==> src/rtl/bus_hold_slice_pkg.sv <==
// Shared widths and bus record types for the hold slice and its neighbours.
// Field order of the packed structs matches the flat {valid, addr, wdata, wstrb} / {rdata, ready} layout.
package bus_hold_slice_pkg;

    localparam int ADDR_W = 32;
    localparam int DATA_W = 32;
    localparam int STRB_W = DATA_W / 8;
    localparam int REQ_W  = 1 + ADDR_W + DATA_W + STRB_W;
    localparam int RESP_W = DATA_W + 1;

    typedef struct packed {
        logic              valid;
        logic [ADDR_W-1:0] addr;
        logic [DATA_W-1:0] wdata;
        logic [STRB_W-1:0] wstrb;
    } req_t;

    typedef struct packed {
        logic [DATA_W-1:0] rdata;
        logic              ready;
    } resp_t;

endpackage

==> src/rtl/bus_hold_slice_if.sv <==
// Request/response bus between a master-side and a slave-side agent.
interface bus_hold_slice_if;
    import bus_hold_slice_pkg::*;

    req_t  req;
    resp_t resp;

    modport master (output req, input resp);
    modport slave  (input req, output resp);

endinterface

==> src/rtl/bus_timeout_cnt.sv <==
// Watchdog counter: cleared on i_clr, counts while i_en, flags the last allowed cycle.
// TIMEOUT = 0 never expires; the count saturates instead of wrapping.
module bus_timeout_cnt #(
    parameter int unsigned TIMEOUT = 256
) (
    input  logic clk,
    input  logic rst_n,
    input  logic i_clr,
    input  logic i_en,
    output logic o_expire
);

    localparam int TO_W = (TIMEOUT == 0) ? 1 : $clog2(TIMEOUT + 1);
    localparam logic [TO_W-1:0] LAST = TO_W'((TIMEOUT == 0) ? 0 : TIMEOUT - 1);

    logic [TO_W-1:0] r_cnt;

    // NOTE: sequential state uses <= so every flop samples pre-edge values, independent of block order.
    always_ff @(posedge clk or negedge rst_n) begin
        if (!rst_n) begin
            r_cnt <= '0;
        end else if (i_clr) begin
            r_cnt <= '0;
        end else if (i_en && (r_cnt != '1)) begin
            r_cnt <= r_cnt + 1'b1;
        end
    end

    assign o_expire = (TIMEOUT != 0) && (r_cnt == LAST);

endmodule

==> src/rtl/bus_hold_slice.sv <==
// Single-outstanding hold stage: latches a merged request, holds it toward the slave,
// returns a one-cycle response, and forces an error response if the slave never answers.
module bus_hold_slice
    import bus_hold_slice_pkg::*;
#(
    parameter int unsigned       TIMEOUT  = 256,
    parameter logic [DATA_W-1:0] ERR_DATA = 32'hDEADBEEF
) (
    input  logic             clk,
    input  logic             rst_n,
    bus_hold_slice_if.slave  m_bus,
    bus_hold_slice_if.master s_bus,
    output logic             busy,
    output logic             err,
    input  logic             err_clr
);

    typedef enum logic [1:0] {
        ST_IDLE = 2'd0,
        ST_BUSY = 2'd1,
        ST_RESP = 2'd2
    } state_t;

    state_t r_state;
    state_t w_state_nxt;
    req_t   r_req;
    req_t   w_req_nxt;
    resp_t  r_resp;
    resp_t  w_resp_nxt;
    logic   r_err;
    logic   w_set_err;
    logic   w_cnt_clr;
    logic   w_cnt_en;
    logic   w_expire;

    bus_timeout_cnt #(
        .TIMEOUT (TIMEOUT)
    ) u_timeout_cnt (
        .clk      (clk),
        .rst_n    (rst_n),
        .i_clr    (w_cnt_clr),
        .i_en     (w_cnt_en),
        .o_expire (w_expire)
    );

    // NOTE: every output of this block gets a default first, so no path can leave a latch behind.
    always_comb begin
        w_state_nxt = r_state;
        w_req_nxt   = r_req;
        w_resp_nxt  = '0;
        w_set_err   = 1'b0;
        w_cnt_clr   = 1'b0;
        w_cnt_en    = 1'b0;

        unique case (r_state)
            ST_IDLE: begin
                if (m_bus.req.valid) begin
                    w_req_nxt   = m_bus.req;
                    w_cnt_clr   = 1'b1;
                    w_state_nxt = ST_BUSY;
                end
            end
            ST_BUSY: begin
                // Slave ready beats the watchdog when both land on the same edge.
                if (s_bus.resp.ready) begin
                    w_resp_nxt.rdata = s_bus.resp.rdata;
                    w_resp_nxt.ready = 1'b1;
                    w_req_nxt.valid  = 1'b0;
                    w_state_nxt      = ST_RESP;
                end else if (w_expire) begin
                    w_resp_nxt.rdata = ERR_DATA;
                    w_resp_nxt.ready = 1'b1;
                    w_req_nxt.valid  = 1'b0;
                    w_set_err        = 1'b1;
                    w_state_nxt      = ST_RESP;
                end else begin
                    w_cnt_en = 1'b1;
                end
            end
            ST_RESP: begin
                // The master still shows the old request here, so valid is not looked at.
                w_state_nxt = ST_IDLE;
            end
            default: begin
                w_state_nxt = ST_IDLE;
            end
        endcase
    end

    always_ff @(posedge clk or negedge rst_n) begin
        if (!rst_n) begin
            // NOTE: these are plain registers, not a memory, so reset them and keep s_req/m_resp clean.
            r_state <= ST_IDLE;
            r_req   <= '0;
            r_resp  <= '0;
            r_err   <= 1'b0;
        end else begin
            r_state <= w_state_nxt;
            r_req   <= w_req_nxt;
            r_resp  <= w_resp_nxt;
            r_err   <= w_set_err | (r_err & ~err_clr);
        end
    end

    assign s_bus.req  = r_req;
    assign m_bus.resp = r_resp;
    assign busy       = (r_state != ST_IDLE);
    assign err        = r_err;

endmodule
==> src/flat_wrapper.sv <==
// flat-port wrapper written by rule: the top's interface ports become plain ports
module bus_hold_slice_flat import bus_hold_slice_pkg::*;
#(
    parameter int unsigned       TIMEOUT  = 256,
    parameter logic [DATA_W-1:0] ERR_DATA = 32'hDEADBEEF
)
  (clk, rst_n, busy, err, err_clr, m_bus_req, m_bus_resp, s_bus_req, s_bus_resp);
  bus_hold_slice_if m_bus_i ();
  bus_hold_slice_if s_bus_i ();
  input  logic clk;
  input  logic rst_n;
  output logic busy;
  output logic err;
  input  logic err_clr;
  input wire logic [$bits(m_bus_i.req)-1:0] m_bus_req;
  output wire logic [$bits(m_bus_i.resp)-1:0] m_bus_resp;
  output wire logic [$bits(s_bus_i.req)-1:0] s_bus_req;
  input wire logic [$bits(s_bus_i.resp)-1:0] s_bus_resp;
  assign m_bus_i.req = m_bus_req;
  assign m_bus_resp = m_bus_i.resp;
  assign s_bus_req = s_bus_i.req;
  assign s_bus_i.resp = s_bus_resp;
  bus_hold_slice #(.TIMEOUT(TIMEOUT), .ERR_DATA(ERR_DATA)) u_core (.clk(clk), .rst_n(rst_n), .m_bus(m_bus_i), .s_bus(s_bus_i), .busy(busy), .err(err), .err_clr(err_clr));
endmodule
==> config.mk <==
export PLATFORM = sky130hd
export DESIGN_NAME = bus_hold_slice_flat
export DESIGN_NICKNAME = d
export VERILOG_FILES = /design/src/rtl/bus_hold_slice_pkg.sv /design/src/rtl/bus_hold_slice_if.sv /design/src/rtl/bus_timeout_cnt.sv /design/src/rtl/bus_hold_slice.sv /design/src/flat_wrapper.sv
export SDC_FILE = /design/constraint.sdc
export NUM_CORES = 1
export LEC_CHECK = 0
export ABC_AREA = 1
export CAP_MARGIN = 5
export CORE_AREA = 4 4 110 112
export CTS_CLUSTER_SIZE = 40
export DETAILED_ROUTE_END_ITERATION = 12
export DIE_AREA = 0 0 114 116
export GPL_ROUTABILITY_DRIVEN = 0
export PLACE_DENSITY = 0.88
export SLEW_MARGIN = 5
export SYNTH_ARGS = -nofsm -noshare
export SYNTH_HDL_FRONTEND = slang
export SYNTH_HIERARCHICAL = 1
export SYNTH_SLANG_ARGS = --single-unit
export TNS_END_PERCENT = 1
==> constraint.sdc <==
create_clock -name clk -period 1.96 [get_ports clk]
set_input_delay 0.392 -clock clk [delete_from_list [all_inputs] [get_ports clk]]
set_output_delay 0.392 -clock clk [all_outputs]
set_load 0.02 [all_outputs]
==> out/results.txt, run 1 <==
GR Layer Usage met1: 23.45%
placed cells: 823
Final period util: 96.05%
first-pass GRT wire length: 20400 microns
initial drt markers: 280
CP arrival: 2170 ps
Final Util: 65.62%
compound-cell area share of the yosys netlist: 1.221%
all-layer global routing usage: 19.58%
Seq. cell area: 2853 sq um
grt met3 use: 6.893%
cell count after synthesis: 490
Worst Max-Slew Pin Slew: 693.3 ps
initial antenna violation count: 0
Die X: 114 microns
sequential-to-total area share from yosys stat: 63.25%
crit path kind: reg -> reg
synthesized flop and latch total: 114
clock latency on the worst-skew pair: 400 ps
CTS max path bufs: 2
Hold Crit Class: in -> async
hpwl dp: 9080 microns
# nets final: 813
vias in the first global route: 4215
dominant cells by area after synthesis: dfrtp_1, nand2_1, nand3_1
CTS buffer count: 17
synthesized cell area: 4511 sq um
area leader, netlist: dfrtp_1
Worst-path clk slew: 50 ps
Initial DRT Pass Iterations: 4
Critical Path Fanout Max: 5
clock skew: 6.527 ps
DRC Markers: 0
area share of the largest cell type after synthesis: 63.25%
Slew Limit Headroom: 53.78%
post-synthesis xor/xnor area fraction: 0%
via count: 4184
Post-Route WL: 13010 microns
Synth cell types: 22
fin crit period: 1883 ps
IO Port Bufs: 208
power density over the cells: 1401 nW/um^2
mux contribution to synthesized area: 0%
pin count of the biggest net entering global routing: 69
final hold violation count: 0
post-synthesis adder-cell area fraction: 0.8322%
Simple-Gate Fraction of Synth Area: 29.54%
CTS root buf: clkbuf_16
Post-Syn Area per Cell: 9.205 sq um
row cnt: 39
CTS H-tree lvls: 4
Worst Path Required: 2250 ps
Antenna Nets Post-Route: 0
# fillers: 863
Achievable Freq: 0.5312 GHz
Leak: 3.572 nW
syn_nets: 598
CTS tree: done
largest family of logic cells by synthesized area: simple AND/OR/NAND/NOR gates
outcome: finished clean
grt met2 use: 33.06%
MaxCap Viol Count: 0
final max-slew violation count: 0
final cell count without fillers: 859
most used routing layer: met2
maximum vdd ir drop: 0.0008923 V
core area: 11220 sq um
R2R Setup Slk: 80 ps
Ports: 209
Worst Reg-to-Reg Cells: 13
n_diodes: 0
setup violators final: 0
share of layout cells above drive strength 1: 9.218%
Tot Pwr: 0.01032 W
die area: 13220 sq um
count of clock tree sinks: 114
initial core utilization: 40.19%
Layout area overhead: 63.27%
Syn. warnings: 6
Worst Hold Margin: 406.6 ps
die height: 116 microns
Setup crit end kind: flop
element type at the critical path start: flop
Routed WL per cell: 15.15 microns
grt ovf: 0
DR vias/cell: 4.871
area of the multi-input gates: 1458 sq um
## logic make-up after synthesis
group | after synthesis
buf+inv | 48
fa+ha+maj | 3
compound gates | 11
simple gates | 314
flops | 114
## cell type report
class / instances / area share [%]
clock buffers: 20 / 6.201
clock inverters: 10 / 1.835
inverters: 20 / 1.019
multi-input cells: 328 / 19.79
flip-flops and latches: 114 / 38.74
well taps: 143 / 2.430
repair buffers: 224 / 29.99
## per-layer routing
layer	wire length [microns]	share of wire, %
met4	265	2.0
met3	1048	8.1
met2	6608	51
met5	0	0
met1	5091	39
## registers in the layout, summed over array words and instances, names as in the netlist
name,cells
u_core/u_timeout_cnt/r_cnt,9
u_core/r_state,2
u_core/err,1
u_core/s_bus.req,69
u_core/m_bus.resp,33
## cell usage in the layout, fill, tap and decap left out, drive strengths merged
| cell | n |
|---|---|
| clkdlybuf4s50 | 205 |
| nand2 | 169 |
| dfrtp | 114 |
| nand3 | 75 |
| nor2 | 67 |
| clkbuf | 20 |
| inv | 20 |
| buf | 17 |
| clkinv | 6 |
| o21ai | 6 |
| a21oi | 5 |
| bufinv | 3 |
| ha | 3 |
| clkinvlp | 1 |
| dlygate4sd3 | 1 |
| dlygate4sd2 | 1 |
| nor3 | 1 |
| nand4 | 1 |
| nand3b | 1 |
## final timing paths
kind,startpoint,to
setup / recovery,u_core/u_timeout_cnt/r_cnt[0],u_core/u_timeout_cnt/r_cnt[5]
hold / removal,rst_n,u_core/s_bus.req[20]
setup reg to reg,u_core/u_timeout_cnt/r_cnt[0],u_core/u_timeout_cnt/r_cnt[5]
hold reg to reg,u_core/s_bus.req[2],u_core/s_bus.req[2]
max in group asynchronous,rst_n,u_core/s_bus.req[60]
min in group clk,u_core/s_bus.req[2],u_core/s_bus.req[2]
## worst max-delay path, stage by stage, from the launching register on
cell and delay, ps:
dfrtp_1 430, ha_4 180, nand3_2 120, nor3_4 210
ha_2 210, inv_1 50, nand2_2 80, nor2_1 70
nand2_4 130, nand2_2 90, nand3b_1 90, nand2_1 50
inv_1 50, nor2_1 30
## cells in the mapped netlist
| master | count |
|---|---|
| buf_2 | 18 |
| nand4_1 | 1 |
| inv_2 | 2 |
| inv_1 | 18 |
| ha_1 | 3 |
| clkbuf_1 | 4 |
| buf_6 | 2 |
| dfrtp_1 | 114 |
| nand3_1 | 74 |
| nand2_4 | 1 |
| nor2_1 | 62 |
| nand3_2 | 1 |
| nor2_4 | 3 |
| buf_4 | 4 |
| nand3b_1 | 1 |
| a21oi_1 | 5 |
| o21ai_1 | 2 |
| nor2_2 | 2 |
| o21ai_0 | 4 |
| nand2_2 | 5 |
| nor3_1 | 1 |
| nand2_1 | 163 |
## power breakdown
part / leakage [nW] / switching, W / internal [W]
Sequential: 1.46 / 0.000410 / 0.00306
Combinational: 1.82 / 0.00208 / 0.00171
Clock: 0.291 / 0.00101 / 0.00204
Total: 3.57 / 0.00350 / 0.00682
## through the flow
step | setup slack [ps] | instance area [sq um] | setup TNS (ps)
final | 77.33 | 7365 | 0
after global routing | -11.26 | 7365 | -17.71
after CTS | 37.93 | 7307 | 0
after detailed placement | -19.99 | 6694 | -19.99
after global placement | 110.3 | 6694 | 0
after floorplan | 194.9 | 4511 | 0
## repair_timing
item / CTS / global route
gates resized for setup: 2 / 7
endpoints found under the setup margin: 4 / 10
setup buffers: 1 / 4
endpoints found under the hold margin: 13 / 0
hold buffers: 1 / 0
pin swaps: 1 / 4
No activity file was read; power rests on OpenSTA's default activity.
==> run 2: changes to the inputs <==
CAP_MARGIN = not set   (was 5)
==> results of run 2 <==
No change in the layout: final DEF, timing and power equal those of run 1.
